==> src/rtl/pc_tick_pkg.sv <==
// Shared types and helpers for the multi-cycle PC/tick sequencer.
package pc_tick_pkg;

   typedef enum logic {
      RUN    = 1'b0,
      HALTED = 1'b1
   } seq_state_e;

   localparam int DEF_TICKS   = 6;
   localparam int DEF_PC_STEP = 4;

   function automatic int clog2(input int value);
      int result;
      result = 0;
      while ((1 << result) < value) begin
         result = result + 1;
      end
      return result;
   endfunction

endpackage

==> src/rtl/pc_tick_seq_phase_counter.sv <==
// Modulo-TICKS phase counter with enable, clear and a wrap pulse on the final phase.
import pc_tick_pkg::*;

module phase_counter #(
   parameter int TICKS = DEF_TICKS,
   parameter int W     = clog2(TICKS)
) (
   input  logic         clock,
   input  logic         reset,
   input  logic         en_i,
   input  logic         clear_i,
   output logic [W-1:0] count_o,
   output logic         wrap_o
);

   localparam logic [W-1:0] LAST = W'(TICKS - 1);

   logic [W-1:0] count_q;
   logic [W-1:0] count_d;

   // Wrap is combinational so the parent can act on the boundary in the same cycle.
   always_comb begin
      wrap_o  = en_i && (count_q == LAST);
      count_d = count_q;
      if (clear_i) begin
         count_d = '0;
      end else if (en_i) begin
         count_d = (count_q == LAST) ? '0 : count_q + W'(1);
      end
   end

   always_ff @(posedge clock) begin
      if (reset) begin
         count_q <= '0;
      end else begin
         count_q <= count_d;
      end
   end

   assign count_o = count_q;

endmodule

==> src/rtl/pc_tick_seq.sv <==
// Multi-cycle instruction sequencer: PC, phase tick, stall, branch redirect, halt/resume.
// Optional interrupt entry is enabled by defining PC_TICK_IRQ_EN.
import pc_tick_pkg::*;

module pc_tick_seq #(
   parameter int               PC_W     = 32,
   parameter int               TICKS    = DEF_TICKS,
   parameter int               PC_STEP  = DEF_PC_STEP,
   parameter logic [PC_W-1:0]  RESET_PC = '0,
`ifdef PC_TICK_IRQ_EN
   parameter logic [PC_W-1:0]  IRQ_VEC  = 'h80,
`endif
   localparam int              TICK_W   = clog2(TICKS)
) (
   input  logic              clock,
   input  logic              reset,
   input  logic              stall,
   input  logic              br_valid,
   input  logic [PC_W-1:0]   br_target,
   input  logic              halt_req,
   input  logic              resume,
   output logic [PC_W-1:0]   pc,
   output logic [TICK_W-1:0] tick,
   output logic              fetch,
   output logic              last_tick,
   output logic              halted,
   output logic [31:0]       retired
`ifdef PC_TICK_IRQ_EN
   ,
   input  logic              irq,
   output logic              irq_ack,
   output logic [PC_W-1:0]   epc
`endif
);

   localparam logic [PC_W-1:0]   STEP_MASK = PC_W'(PC_STEP - 1);
   localparam logic [PC_W-1:0]   STEP_INC  = PC_W'(PC_STEP);
   localparam logic [TICK_W-1:0] LAST_TICK = TICK_W'(TICKS - 1);

   seq_state_e        state_q, state_d;
   logic [PC_W-1:0]   pc_q, pc_d;
   logic [31:0]       retired_q, retired_d;
   logic              pendBr_q, pendBr_d;
   logic [PC_W-1:0]   pendTgt_q, pendTgt_d;
   logic              pendHalt_q, pendHalt_d;
   logic [TICK_W-1:0] tickCount;
   logic              running;
   logic              advance;
   logic              boundary;
   logic [PC_W-1:0]   alignedTarget;
   logic [PC_W-1:0]   seqPc;
`ifdef PC_TICK_IRQ_EN
   logic              irqAck_q, irqAck_d;
   logic [PC_W-1:0]   epc_q, epc_d;
`endif

   assign running  = (state_q == RUN);
   assign advance  = running && !stall;

   phase_counter #(
      .TICKS (TICKS),
      .W     (TICK_W)
   ) u_phase (
      .clock   (clock),
      .reset   (reset),
      .en_i    (advance),
      .clear_i (!running),
      .count_o (tickCount),
      .wrap_o  (boundary)
   );

   // Targets are forced onto PC_STEP alignment; the address after this instruction
   // prefers a same-cycle redirect, then a captured one, then the sequential step.
   always_comb begin
      alignedTarget = br_target & ~STEP_MASK;
      if (br_valid) begin
         seqPc = alignedTarget;
      end else if (pendBr_q) begin
         seqPc = pendTgt_q;
      end else begin
         seqPc = pc_q + STEP_INC;
      end
   end

   always_comb begin
      state_d    = state_q;
      pc_d       = pc_q;
      retired_d  = retired_q;
      pendBr_d   = pendBr_q;
      pendTgt_d  = pendTgt_q;
      pendHalt_d = pendHalt_q;
`ifdef PC_TICK_IRQ_EN
      irqAck_d   = 1'b0;
      epc_d      = epc_q;
`endif
      case (state_q)
         RUN: begin
            if (boundary) begin
               retired_d = retired_q + 32'd1;
               pendBr_d  = 1'b0;
`ifdef PC_TICK_IRQ_EN
               if (irq) begin
                  // Interrupt wins over redirect; a halt request waits for the next boundary.
                  pc_d       = IRQ_VEC;
                  epc_d      = seqPc;
                  irqAck_d   = 1'b1;
                  pendHalt_d = pendHalt_q || halt_req;
               end else begin
                  pc_d       = seqPc;
                  pendHalt_d = 1'b0;
                  if (halt_req || pendHalt_q) begin
                     state_d = HALTED;
                  end
               end
`else
               pc_d       = seqPc;
               pendHalt_d = 1'b0;
               if (halt_req || pendHalt_q) begin
                  state_d = HALTED;
               end
`endif
            end else if (advance) begin
               if (br_valid) begin
                  pendBr_d  = 1'b1;
                  pendTgt_d = alignedTarget;
               end
               if (halt_req) begin
                  pendHalt_d = 1'b1;
               end
            end
         end
         HALTED: begin
            if (resume) begin
               state_d = RUN;
            end
         end
         default: state_d = RUN;
      endcase
   end

   always_ff @(posedge clock) begin
      if (reset) begin
         state_q    <= RUN;
         pc_q       <= RESET_PC;
         retired_q  <= '0;
         pendBr_q   <= 1'b0;
         pendTgt_q  <= '0;
         pendHalt_q <= 1'b0;
`ifdef PC_TICK_IRQ_EN
         irqAck_q   <= 1'b0;
         epc_q      <= '0;
`endif
      end else begin
         state_q    <= state_d;
         pc_q       <= pc_d;
         retired_q  <= retired_d;
         pendBr_q   <= pendBr_d;
         pendTgt_q  <= pendTgt_d;
         pendHalt_q <= pendHalt_d;
`ifdef PC_TICK_IRQ_EN
         irqAck_q   <= irqAck_d;
         epc_q      <= epc_d;
`endif
      end
   end

   assign pc        = pc_q;
   assign tick      = tickCount;
   assign fetch     = advance && (tickCount == '0);
   assign last_tick = advance && (tickCount == LAST_TICK);
   assign halted    = (state_q == HALTED);
   assign retired   = retired_q;
`ifdef PC_TICK_IRQ_EN
   assign irq_ack   = irqAck_q;
   assign epc       = epc_q;
`endif

endmodule

==> config.mk <==
export PLATFORM = sky130hd
export DESIGN_NAME = pc_tick_seq
export DESIGN_NICKNAME = d
export VERILOG_FILES = /design/src/rtl/pc_tick_pkg.sv /design/src/rtl/pc_tick_seq_phase_counter.sv /design/src/rtl/pc_tick_seq.sv
export SDC_FILE = /design/constraint.sdc
export NUM_CORES = 1
export LEC_CHECK = 0
export CAP_MARGIN = 20
export CORE_MARGIN = 8
export CORE_UTILIZATION = 33
export CTS_CLUSTER_DIAMETER = 60
export CTS_CLUSTER_SIZE = 25
export DETAILED_ROUTE_END_ITERATION = 6
export DONT_BUFFER_PORTS = 1
export PLACE_DENSITY = 0.44
export SLEW_MARGIN = 25
export SYNTH_ARGS = -nofsm -noshare
export SYNTH_HDL_FRONTEND = slang
export SYNTH_SLANG_ARGS = --single-unit
==> constraint.sdc <==
create_clock -name clock -period 3.4 [get_ports clock]
set_input_delay 0.68 -clock clock [delete_from_list [all_inputs] [get_ports clock]]
set_output_delay 0.68 -clock clock [all_outputs]
set_load 0.02 [all_outputs]
; ---- Word level (Yosys, flattened, before mapping)
; Index checks and enable logic that the tools add are counted.
; Widths: inputs -> output; s select.
[word_totals]
register_bits = 100
input_bits = 38
out_inout_bits = 70
mem_bits_rw = 0
romBits = 0
latchBits = 0
word_cells = 40
mem_count = 0
[classes]
magnitude_cmp = 0
n_eq_ne = 1
n_mul = 0
bitwise_logic = 2
n_reduce_logical = 14
addsub = 3
shifts = 0
mux = 13
div = 0
[ops]
columns = operator, count
row1 = $mux 32, 2
row2 = $add 32x1->32 const B, 1
row3 = $add 32x3->32 const B, 1
row4 = $mux 1, 9
row5 = $reduce_and 3->1, 2
row6 = $reduce_bool 2->1, 3
row7 = $reduce_and 4->1, 1
row8 = $add 3x1->3 const B, 1
row9 = $eq 3x3->1 const B, 1
row10 = $logic_and 1x1->1, 3
row11 = $logic_not 3->1, 1
row12 = $mux 3, 1
row13 = $not 1->1, 2
row14 = $pmux 1 s2, 1
row15 = $reduce_and 2->1, 1
row16 = $reduce_or 2->1, 1
row17 = $logic_not 1->1, 1
row18 = $logic_or 1x1->1, 1

; ---- Depth between registers and ports, before layout
[logic_depth]
word_depth = 5
ltp_mapped = 7
depth_no_buf = 6

; ---- Modules after synthesis
; From an unflattened synthesis, not the netlist that was laid out.
[hier_totals]
cells_unflattened = 647
hier_area_um2 = 5018.6
[modules_own_cells]
columns = mod, cells_each, seq_area_each_um2, area_per_inst_um2, n_inst
row1 = pc_tick_seq, 634, 1901.8, 4872.2, 1
row2 = phase_counter, 13, 60.1, 146.4, 1

; ---- Worst setup path before layout
; OpenSTA, ideal clock, no wires.
[synth_timing]
path_kind = input port to output port
startpoint = input stall
endpoint = output fetch
path_buffers = 1
required_ns = 2.720
slack_ns = 0.986
arrival_time_ns = 1.734
path_stages = 3
cell_sequence = or2_2 > buf_2 > nor4_1
[synth_via]
elab_chain_cells = 3
[synth_rtl]
columns = element, line
row1 = from (decl), pc_tick_seq.sv:17  ; input logic stall,
row2 = $logic_not 1->1, pc_tick_seq.sv:58  ; assign advance = running && !stall;
row3 = $logic_and 1x1->1, pc_tick_seq.sv:58
row4 = $logic_and 1x1->1, pc_tick_seq.sv:169  ; assign fetch = advance && (tickCount == '0);
row5 = to (decl), pc_tick_seq.sv:24  ; output logic fetch,
; No other way between the ends.

; ---- Final worst setup path
[layout_timing]
startpoint = register u_phase.count_q[1] (netlist: u_phase.count_o[1])
endpoint = output last_tick
[layout_via]
elab_chain_cells = 2
[layout_rtl]
columns = element, line
row1 = from (decl), pc_tick_seq_phase_counter.sv:18  ; logic [W-1:0] count_q;
row2 = from (signal assigned), pc_tick_seq_phase_counter.sv:36  ; count_q <= count_d;
row3 = $eq 3x3->1, pc_tick_seq.sv:170  ; assign last_tick = advance && (tickCount == LAST_TICK);
row4 = $logic_and 1x1->1, pc_tick_seq.sv:170
row5 = to (decl), pc_tick_seq.sv:25  ; output logic last_tick,
; No other way between the ends.

==> results.md <==
* Maximum fanout count along the critical path at 40
* WHS Path Cells at 1
* Worst Hold Path EP: pendTgt_q[23]
* H-tree lvl count at 3
* Origin of the worst min-delay path: reset
* Number of post-CTS setup repair buffers at 0
* Final setup violating endpoints at 0
* Final global-route overflow total at 0
* Most used cells in the layout excluding fill and tap cells: nand2_1, dfxtp_1, a21oi_1, nor2_1, o21ai_0
* Number of vias per cell after detailed routing at 5.36
* Cell area after layout at 5540 um^2
* Reg-to-Reg Start: pc[13]
* Most frequent standard cell in the layout excluding fill and tap cells: nand2_1
* Worst clock skew on the final layout at 5.38 ps
* Routed WL at between 15 and 20 mm
* Instance area after placement at 5280 um^2
* End of the worst register-to-register path: pc[30]
* Final #Nets at 682
* Die area at between 15000 and 20000 um^2
* Later-pin clock latency in the skew report at 350 ps
* Count of vias placed by the detailed router at 4599
* Startpoint Class: flip-flop
* Power dissipated by switching net loads at 0.000535 W
* Critical path capture point type: output pin
* Class of the most critical setup path: reg2out
* Upper clock frequency limit at 409 MHz
* Setup repair after global routing missed its margin: no
* Rows at 45
* Die span in x at 141 um
* Prevailing post-synth register cell: dfxtp_1
* Library cell with the largest summed area after synthesis: dfxtp_1
* Clock share of power at 0.425
* Maximum ir drop on the vdd rail at 0.223 mV
* Initial antenna violation count at 0
* Slew Viols, Final at 0
* Headroom to the max-slew limit at 0.429
* Core occupancy in the finished layout at 0.363
* Logic gate share of total power at 0.052
* Areal power density over the cells at a little over 400 nW/um^2
* Cell area after synthesis at 5160 um^2
* Most area-consuming cells after synthesis: dfxtp_1, nand2_1, a21oi_1
* Layout cell share with drive strength beyond 1 at 0.0572
* Chip Height at between 100 and 150 um
* Clk slew on worst S/H paths at 70 ps
* Number of cells on the worst reg-to-reg path at 5
* Setup TNS after final layout at 0 ps
* Post-cts hold buffer count at 0
* Boundary Pins at 108
* Number of buffers created by CTS at 9
* Static Leak at 1.82 nW
* Maximum number of pins on one net before global-route repair at 111
* Total global routing track utilization at 0.156
* Worst EP arrival at roughly 1800 ps
* Mean routed wirelength per cell at 18.1 um
* Post-synthesis sequential area ratio at 0.380
* Yosys synthesis warning count at 0
* Number of max-cap violations at 0
* Slew at the pin closest to its max-slew limit at 854 ps
* Post-route minimum period at 2450 ps
* Number of clock sinks at 98
* Clock root buffer master: clkbuf_16
* Antenna-violating nets left at 0
* First-pass DRT Iterations at 4
* Net switching share of the total power at 0.237
* Vias in the first global route at 4298
* Part of the cycle the worst path needs at 0.719
* Core footprint at ~15000 um^2
* Flop-to-flop setup slack at between 1000 and 1500 ps
* EDFF count, synth at 0
* Maximum clock insertion buffer count at 2
* P_int at about 0.0017 W
* Fraction of synthesized cell area taken by the top area cell type at 0.380
* Global-route wire length before repair at roughly 25 mm
* Register bit count reported by yosys at 98
* Total power at about 0.0023 W
* Starting density of the core at 0.338
* Total half-perimeter wirelength after legalization and detailed placement at 9.98 mm
* RD Place Congestion at 0.807
* Synthesized area divided by synthesized cell count at 7.71 um^2
* Number of hold violations in the final report at 0
* Worst min-delay path category: in2reg
* Distinct cell type count of the synthesized netlist at 65
* Port Buffers at 0
* Outcome: finished, final reports clean
* Fillers at ~1600
* Required time of the worst setup path at 2720 ps
* Layout area overhead at 7.35%
* TritonCTS clock tree: built
* Fraction of synthesis flops using an asynchronous set or reset pin at 0
* Number of instances in the synthesized netlist at 669
* Seq pwr share at 0.523
* Number of inserted diodes at 0
* Iteration-0 DRC count of the detailed router at 281
* Cells resized by post-CTS repair at 0
* Remaining DRCs at 0
[worst max path at each step]
| stage | from | end | slack [ps] |
|---|---|---|---|
| floorplan | stall | fetch | 990 |
| global placement | pc[8] | pc[27] | 1070 |
| detailed placement | pc[13] | pc[30] | 1050 |
| CTS | halted | last_tick | 920 |
| global route | retired[5] | retired[31] | 760 |
| finish | u_phase.count_o[1] | last_tick | 950 |
[routing by layer]
layer  part of all wire  up-vias  global-route usage
met5                  0        -                   0
met1               0.46     2179               0.197
li1                   -     2299                   -
met2               0.45      108               0.245
met3              0.079       13              0.0598
met4              0.012        0              0.0407
[final cells by class]
class                           instances  area, um^2  share of cell area
Clock inverter                          3        15.0             0.00271
Timing Repair Buffer                    6        57.6              0.0104
Multi-Input combinational cell        514        2940               0.531
Tap cell                              211         264              0.0477
Inverter                               13        48.8             0.00881
Sequential cell                        98        1960               0.354
Clock buffer                           13         250              0.0452
[registers in the layout, summed over array words and instances (netlist names)]
signal           cells
halted               1
pc                  30
pendBr_q             1
pendHalt_q           1
pendTgt_q           30
retired             32
u_phase.count_o      3
[power groups by stage]
stage	Combinational, W	Clock (W)	Sequential (W)
6_report	0.000117	0.000961	0.00118
4_1_cts	0.000120	0.00100	0.00118
2_1_floorplan	0.000123	0	0.00121
3_5_place_dp	0.000119	0	0.00121
3_3_place_gp	0.000116	0	0.00121
5_1_grt	0.000135	0.00105	0.00119
[per-stage QoR]
step / instances / worst slack, ps / hold slack (ps)
after floorplan: 670 / 986 / 431
after detailed placement: 842 / 1050 / 440
final: 858 / 954 / 395
after global routing: 858 / 763 / 371
after global placement: 842 / 1070 / 431
after CTS: 858 / 923 / 383
[synthesized netlist by cell type (all sizes together) (2+ instances only)]
library cell,number
nor3,14
o21ai,34
nand2,122
or4,3
nand3b,5
nor2,63
a221o,2
buf,17
nor2b,6
mux2i,13
nand2b,5
o2bb2ai,2
xnor2,11
a21oi,73
or2,3
a31oi,4
o221ai,2
nor4b,3
nand3,26
a211oi,10
a221oi,2
a2111oi,2
ha,2
nor4,18
o211ai,2
a41o,3
o311ai,2
nand4b,2
clkbuf,28
nand4,21
xor2,26
and4,2
nor3b,3
dfxtp,98
and2,4
inv,12
and3,8
[logic make-up (layout without fill, tap and decap cells)]
group / after synthesis / after routing / synth area share
buffers and inverters: 58 / 35 / 0.0504
muxes: 13 / 13 / 0.0252
other: 1 / 2 / 0.000727
xor gates and xnor gates: 37 / 37 / 0.0628
DFF: 98 / 98 / 0.380
AOI/OAI and AO/OA: 151 / 151 / 0.176
and+or+nand+nor: 309 / 309 / 0.300
adders and majority gates: 2 / 2 / 0.00485
[critical path, stage by stage (launching register included)]
cell	delay, ps
dfxtp_1	560
and3b_1	250
nand2_1	90
clkinv_1	220
buf_12	270
Power figures use the tool's default switching activity.
